File: src/rtl/uart_rx_fifo_if.sv
// Output stream of the UART receive FIFO: first-word-fall-through valid/ready handshake.
interface uart_rx_fifo_if #(
  parameter int unsigned WORD_SIZE = 8
);

  logic                 out_valid;
  logic                 out_ready;
  logic [WORD_SIZE-1:0] out_data;

  // FIFO side: presents the oldest word and samples the consumer's ready
  modport master (
    output out_valid,
    output out_data,
    input  out_ready
  );

  // Consumer side
  modport slave (
    input  out_valid,
    input  out_data,
    output out_ready
  );

endinterface : uart_rx_fifo_if

File: src/rtl/uart_rx_fifo.sv
// UART receive FIFO: captures a word on each rising edge of the receiver-idle flag
// and buffers it in a first-word-fall-through FIFO with sticky overflow reporting.
// Optional feature macro: UART_RX_OVF_COUNT_EN enables a saturating dropped-word
// counter on ovf_cnt; when undefined ovf_cnt is tied to zero.
module uart_rx_fifo #(
  parameter int unsigned WORD_SIZE = 8,
  parameter int unsigned DEPTH     = 8
) (
  input  logic                   clk,
  input  logic                   rstn,
  input  logic                   rx_valid,
  input  logic [WORD_SIZE-1:0]   data_bits,
  uart_rx_fifo_if.master         out_if,
  output logic [$clog2(DEPTH):0] count,
  output logic                   full,
  output logic                   overflow,
  input  logic                   clr_ovf,
  output logic [7:0]             ovf_cnt
);

  localparam int unsigned PTR_W = $clog2(DEPTH);
  localparam int unsigned CNT_W = PTR_W + 1;

  logic                 rx_valid_q;
  logic [PTR_W-1:0]     wr_ptr_q, wr_ptr_d;
  logic [PTR_W-1:0]     rd_ptr_q, rd_ptr_d;
  logic [CNT_W-1:0]     count_q, count_d;
  logic                 valid_q, valid_d;
  logic                 full_q, full_d;
  logic                 overflow_q, overflow_d;
  logic [WORD_SIZE-1:0] mem_q [DEPTH];

  logic word_done_c;
  logic rd_c;
  logic wr_c;
  logic drop_c;

  // Event decode: a word completes when the receiver returns to idle
  always_comb begin
    word_done_c = rx_valid & ~rx_valid_q;
    rd_c        = valid_q & out_if.out_ready;
    // A full FIFO still accepts a word when a read frees a slot in the same cycle
    wr_c        = word_done_c & (~full_q | rd_c);
    drop_c      = word_done_c & full_q & ~rd_c;
  end

  // Next-state for pointers, occupancy, flags
  always_comb begin
    wr_ptr_d   = wr_ptr_q;
    rd_ptr_d   = rd_ptr_q;
    count_d    = count_q;
    overflow_d = overflow_q;

    if (wr_c) wr_ptr_d = wr_ptr_q + PTR_W'(1);
    if (rd_c) rd_ptr_d = rd_ptr_q + PTR_W'(1);

    unique case ({wr_c, rd_c})
      2'b10:   count_d = count_q + CNT_W'(1);
      2'b01:   count_d = count_q - CNT_W'(1);
      default: count_d = count_q;
    endcase

    // A drop in the same cycle as a clear keeps the flag set
    if (drop_c)       overflow_d = 1'b1;
    else if (clr_ovf) overflow_d = 1'b0;

    valid_d = (count_d != CNT_W'(0));
    full_d  = (count_d == CNT_W'(DEPTH));
  end

  // Control state; rx_valid_q resets high so release of reset is not a word-done
  always_ff @(posedge clk or negedge rstn) begin
    if (!rstn) begin
      rx_valid_q <= 1'b1;
      wr_ptr_q   <= '0;
      rd_ptr_q   <= '0;
      count_q    <= '0;
      valid_q    <= 1'b0;
      full_q     <= 1'b0;
      overflow_q <= 1'b0;
    end else begin
      rx_valid_q <= rx_valid;
      wr_ptr_q   <= wr_ptr_d;
      rd_ptr_q   <= rd_ptr_d;
      count_q    <= count_d;
      valid_q    <= valid_d;
      full_q     <= full_d;
      overflow_q <= overflow_d;
    end
  end

  // Word storage; contents are don't-care after reset since pointers are cleared
  always_ff @(posedge clk) begin
    if (wr_c) mem_q[wr_ptr_q] <= data_bits;
  end

`ifdef UART_RX_OVF_COUNT_EN
  logic [7:0] ovf_cnt_q, ovf_cnt_d;

  // Saturating dropped-word counter; a drop coincident with clear restarts at one
  always_comb begin
    ovf_cnt_d = ovf_cnt_q;
    if (drop_c) begin
      if (clr_ovf)                 ovf_cnt_d = 8'd1;
      else if (ovf_cnt_q != 8'hFF) ovf_cnt_d = ovf_cnt_q + 8'd1;
    end else if (clr_ovf) begin
      ovf_cnt_d = 8'd0;
    end
  end

  // Dropped-word counter register
  always_ff @(posedge clk or negedge rstn) begin
    if (!rstn) ovf_cnt_q <= 8'd0;
    else       ovf_cnt_q <= ovf_cnt_d;
  end

  assign ovf_cnt = ovf_cnt_q;
`else
  assign ovf_cnt = 8'd0;
`endif

  assign out_if.out_valid = valid_q;
  assign out_if.out_data  = mem_q[rd_ptr_q];
  assign count            = count_q;
  assign full             = full_q;
  assign overflow         = overflow_q;

endmodule : uart_rx_fifo

File: src/flat_wrapper.sv
// flat-port wrapper written by rule: the top's interface ports become plain ports
module uart_rx_fifo_flat 
#(
  parameter int unsigned WORD_SIZE = 8,
  parameter int unsigned DEPTH     = 8
)
  (clk, rstn, rx_valid, data_bits, count, full, overflow, clr_ovf, ovf_cnt, out_if_out_valid, out_if_out_data, out_if_out_ready);
  uart_rx_fifo_if #(.WORD_SIZE(WORD_SIZE)) out_if_i ();
  input  logic clk;
  input  logic rstn;
  input  logic rx_valid;
  input  logic [WORD_SIZE-1:0] data_bits;
  output logic [$clog2(DEPTH):0] count;
  output logic full;
  output logic overflow;
  input  logic clr_ovf;
  output logic [7:0] ovf_cnt;
  output wire logic [$bits(out_if_i.out_valid)-1:0] out_if_out_valid;
  output wire logic [$bits(out_if_i.out_data)-1:0] out_if_out_data;
  input wire logic [$bits(out_if_i.out_ready)-1:0] out_if_out_ready;
  assign out_if_out_valid = out_if_i.out_valid;
  assign out_if_out_data = out_if_i.out_data;
  assign out_if_i.out_ready = out_if_out_ready;
  uart_rx_fifo #(.WORD_SIZE(WORD_SIZE), .DEPTH(DEPTH)) u_core (.clk(clk), .rstn(rstn), .rx_valid(rx_valid), .data_bits(data_bits), .out_if(out_if_i), .count(count), .full(full), .overflow(overflow), .clr_ovf(clr_ovf), .ovf_cnt(ovf_cnt));
endmodule
File: config.mk
export PLATFORM = sky130hd
export DESIGN_NAME = uart_rx_fifo_flat
export DESIGN_NICKNAME = d
export VERILOG_FILES = /design/src/rtl/uart_rx_fifo_if.sv /design/src/rtl/uart_rx_fifo.sv /design/src/flat_wrapper.sv
export SDC_FILE = /design/constraint.sdc
export NUM_CORES = 1
export LEC_CHECK = 0
export CORE_UTILIZATION = 38
export CTS_CLUSTER_DIAMETER = 120
export DETAILED_ROUTE_END_ITERATION = 16
export PLACE_DENSITY = 0.61
export SLEW_MARGIN = 20
export SYNTH_ARGS = -nofsm -noshare
export SYNTH_HDL_FRONTEND = slang
export SYNTH_SLANG_ARGS = --single-unit
export TNS_END_PERCENT = 10
File: constraint.sdc
create_clock -name clk -period 3.63 [get_ports clk]
set_input_delay 0.363 -clock clk [delete_from_list [all_inputs] [get_ports clk]]
set_output_delay 0.363 -clock clk [all_outputs]
set_load 0.02 [all_outputs]
Word-level counts from Yosys, hierarchy flattened
Memories as Yosys holds them, arrays and structs flattened.
Cells that the tools add are included.
{"block": "op_classes", "n_eq_ne": 3, "bitwise": 9, "add_sub_neg": 4, "reduce_logical": 2, "muxes": 5}
{"cell": "4-bit case mux with 2 select lines", "n": 1}
{"cell": "3-bit by 1-bit adder with 3-bit output, second input constant", "n": 2}
{"cell": "1-bit AND", "n": 5}
{"cell": "4-bit by 1-bit adder with 4-bit output, second input constant", "n": 1}
{"cell": "4-bit equality test, second input constant", "n": 1}
{"cell": "1-bit 2-to-1 mux", "n": 4}
{"cell": "4-bit nonzero test", "n": 1}
{"cell": "4-bit by 1-bit subtractor with 4-bit output, second input constant", "n": 1}
{"cell": "1-bit NOT", "n": 3}
{"cell": "2-bit by 1-bit equality test with 1-bit output, second input constant", "n": 1}
{"cell": "2-bit equality test, second input constant", "n": 1}
{"cell": "2-bit nonzero test", "n": 1}
{"cell": "1-bit OR", "n": 1}
{"block": "totals", "output_inout_bits": 23, "ram_bits": 64, "regBits": 14, "elab_cells": 31, "n_memories": 1, "input_bits": 13}
{"name": "u_core.mem_q", "words": 8, "word_bits": 8, "read_ports": 1, "rd_ports_with_merged_regs": 0, "write_ports": 1, "line_no": "uart_rx_fifo.sv:31", "rtl": "logic [WORD_SIZE-1:0] mem_q [DEPTH];"}

Depth between registers and ports, before layout
{"block": "depth", "ltp_word": 6, "mapped_depth": 11, "mapped_depth_nobuf": 10}

Worst setup path before layout
Ideal clock, no wire load.
{"block": "synth_path", "path_kind": "register to register", "from": "register u_core.valid_q (netlist: u_core.out_if.out_valid)", "to": "register u_core.full_q (netlist: u_core.full)", "synth_period_minus_slack_ps": 2620, "stages_incl_launch_ff": 12, "path_slack_ps": 1010, "path_buffers": 1, "t_arrival_ps": 2543, "setup_time_ps": 78, "required_ps": 3552, "cell_sequence": "dfrtp_1 nand2_1 a21oi_1 inv_1 ha_1 clkbuf_1 xor2_1 ha_1 a21oi_1 xnor3_1 o21ai_0 a21boi_1"}
{"block": "synth_via", "elab_chain_len": 6, "word_cells_on_any_way": 7, "cone_classes": "3 x eq/ne; 1 x mux; 3 x bitwise"}
{"element": "start, declared", "line_no": "uart_rx_fifo.sv:28", "rtl": "logic valid_q, valid_d;"}
{"element": "start signal, assigned", "line_no": "uart_rx_fifo.sv:86", "rtl": "valid_q <= valid_d;"}
{"element": "1-bit AND (*)", "line_no": "uart_rx_fifo.sv:41", "rtl": "rd_c = valid_q & out_if.out_ready;"}
{"element": "1-bit OR", "line_no": "uart_rx_fifo.sv:43", "rtl": "wr_c = word_done_c & (~full_q | rd_c);"}
{"element": "1-bit AND", "line_no": "uart_rx_fifo.sv:43"}
{"element": "2-bit by 1-bit equality test with 1-bit output or 2-bit equality test (tied branches)", "line_no": "uart_rx_fifo.sv:57", "rtl": "unique case ({wr_c, rd_c})"}
{"element": "4-bit case mux with 2 select lines (*)", "line_no": "uart_rx_fifo.sv:57"}
{"element": "4-bit equality test (*)", "line_no": "uart_rx_fifo.sv:68", "rtl": "full_d = (count_d == CNT_W'(DEPTH));"}
{"element": "via u_core.full_d", "line_no": "uart_rx_fifo.sv:29", "rtl": "logic full_q, full_d;"}
{"element": "end signal, assigned", "line_no": "uart_rx_fifo.sv:87", "rtl": "full_q <= full_d;"}
{"element": "end, declared", "line_no": "uart_rx_fifo.sv:29"}
Mark *: on every way through the listed nets, which the timed path passes. The rest lies on a longest branch.
A chain may end at the register's enable or synchronous reset.

Worst setup path after layout
{"block": "layout_path", "from": "register u_core.rd_ptr_q[1]", "to": "output out_if_out_data[7]"}
{"block": "layout_via", "elab_chain_len": 1}
{"element": "start, declared", "line_no": "uart_rx_fifo.sv:26", "rtl": "logic [PTR_W-1:0] rd_ptr_q, rd_ptr_d;"}
{"element": "start signal, assigned", "line_no": "uart_rx_fifo.sv:84", "rtl": "rd_ptr_q <= rd_ptr_d;"}
{"element": "memory read 8 x 8 bit"}
{"element": "end, declared", "line_no": "flat_wrapper.sv:19", "rtl": "output wire logic [$bits(out_if_i.out_data)-1:0] out_if_out_data;"}
No other way between the ends.

==> metrics <==
outcome completed; max-slew violation count 0; multiplexer area fraction after synthesis 16.5%; R2R Path End u_core.full; largest family of logic cells by synthesized area multiplexers; IO buf count 27; Rows 33; critical path depth 3; Setup TNS 0 ns; final wirelength 5380 um; period utilization 76.5%; largest net degree at the start of global routing 19; Synth Area in Adders 1.90%; post-synthesis sequential area ratio between 60% and 70%; total global routing track utilization 12.9%; max_slew headroom 40.9%; GPL Wtd Cong 0.718; layout cell share with drive strength beyond 1 roughly 17%; R2R cell count 11; H-tree level count 3; clk buf depth 2; Area growth syn-to-layout 17.1%; CTS root buffer clkbuf_8; Worst Tran Pin Value 0.883 ns; latest clock arrival within the worst-skew pair 0.35 ns; Die W between 90 and 100 um; initial drt markers around 70; Initial Util 39.8%; Final Hold Fails 0; first-pass GRT wire length 8050 um; Place WS 0.665 ns; die area 9060 um2; Setup crit start kind flip-flop; DP HPWL about 3300 um; clk slew on worst S/H paths 0.09 ns; max incr delay on CP 0.84 ns; #FFs+latches synth 78; # resized after CTS 0; worst-path cell chain mux4_1 > mux2_2 > clkdlybuf4s50_1; slowest cell on the critical path dfrtp_1; crit path capture out_if_out_data[7]; IO Count 36; initial antenna violation count 0; final core utilization a little under half; n_diodes 0; IR drop worst, VDD 288 uV; crit-path max FO 18; most frequent cells in the layout 64 x edfxtp_1, 27 x clkdlybuf4s50_1, 16 x mux4_1; vias in the first global route 1489; Hold Path Class in -> async; grt ovf 0; Synth Area in XOR/XNOR 2.81%; Worst EP arrival between 2 and 2.5 ns; WL/cell 16.6 um; Leakage ~1.4 nW; drt drc 0; tightest hold margin ~0.40 ns; commonest non-fill, non-tap cell in the layout edfxtp_1; CP Class reg -> out; fin nets 232; CORE AREA 8300 um2; Synth Flop Type edfxtp_1; crit path launch u_core.rd_ptr_q[1]; Req. time, crit path 3.27 ns; final setup fails 0; Synth async-reset ratio 17.9%; CP Buf/Inv Count 1; Detail Route Antenna Nets 0; synth warn 0; fillcell total 725; Mapped Area 3300 um2; Die Y between 90 and 100 um; CTS Buf Count 9; number of synthesized flops with an enable pin 64; PD cells 744 nW/um2; CTS tree yes; Synth Area in Simple Gates between 4 and 5%; number of distinct library cells after synthesis 31; Critical Path End Type output pin; DRT Pass-1 Iters 4; vias per inst 4.87; Tmin final between 2 and 3 ns; Post-Syn Area per Cell ~19 um2; Fmax 0.360 GHz; final setup margin roughly 0.85 ns; DR vias between 1500 and 2000; total power between 0.002 and 0.003 W; CTS Hold Bufs 0; max-cap violations 0; # Post-CTS Setup Buffers 0; RSZ-0062 raised after global routing false; r2r startpoint u_core.out_if.out_valid; final setup skew 0.00659 ns; CP delay by family, top flip-flops; Post-Syn Instances 176; TritonCTS sink count between 70 and 80; compound-cell area share of the yosys netlist about 1.5%; R2R Setup Slk 1.12 ns
## per-layer routing
| layer | share of wire [%] | track usage, % | vias up |
|---|---|---|---|
| met2 | 46 | 19.3 | 31 |
| li1 | - | - | 755 |
| met4 | 2.0 | 6.06 | 0 |
| met1 | 49 | 17.5 | 785 |
| met5 | 0 | 0 | - |
| met3 | 2.7 | 3.43 | 8 |
## final cells by class
type	count	area, um2	share of cell area [%]
well taps	105	131	3.40
multi-input cells	87	930	24.1
clock inverters	7	63.8	1.65
flip-flops and latches	78	2270	58.8
inverters	3	11.3	0.291
repair buffers	35	330	8.55
clock buffers	9	124	3.21
## flip-flops by register name, indices dropped and copies added (netlist names)
register	count
u_core.count	4
u_core.overflow	1
u_core.wr_ptr_q	3
u_core.rd_ptr_q	3
u_core.mem_q	64
u_core.full	1
u_core.rx_valid_q	1
u_core.out_if.out_valid	1
## cells in the mapped netlist, types with 3 or more instances
cell type  count  share of area [%]
buf_4          8                1.8
clkbuf_1       3               0.34
dfrtp_1       13                9.9
edfxtp_1      64                 58
ha_1           5                1.9
inv_1          3               0.34
mux2_2        11                3.8
mux4_1        16                 13
nand2_1        8               0.91
nand2b_1       5               0.95
nor2_1         8               0.91
nor3_1         3               0.45
xnor2_1        4                1.1
xor2_1         4                1.1
## how the worst min path moves through the flow
stage | startpoint | endpoint | slack (ns) | cells after the start
detailed placement | u_core.wr_ptr_q[0] | u_core.wr_ptr_q[0] | 0.51 | 1
floorplan | rstn | u_core.count[0] | 0.07 | 0
global placement | u_core.wr_ptr_q[0] | u_core.wr_ptr_q[0] | 0.50 | 1
global route | rstn | u_core.count[1] | 0.44 | 1
CTS | rstn | u_core.count[1] | 0.42 | 1
finish | rstn | u_core.wr_ptr_q[1] | 0.40 | 1
## power breakdown
part	internal [W]	switching (W)	leakage (nW)
combinational	0.000567	0.000452	0.542
sequential	0.00110	0.000146	0.743
clock	0.000263	0.000347	0.0903
total	0.00193	0.000945	1.38
## logic make-up after synthesis
kind of cell,Yosys count
other,1
flip-flops,78
AND/OR/NAND/NOR,30
buffers and inverters,18
adder cells (fa/ha/maj),5
AO/OA/AOI/OAI,8
multiplexers,27
XOR/XNOR,9
## metrics by stage
stage,area (um2),std cells
3_5_place_dp,3680,308
2_1_floorplan,3330,183
3_3_place_gp,3680,308
4_1_cts,3860,324
6_report,3860,324
5_1_grt,3860,324
No activity file was read; power rests on OpenSTA's default activity.
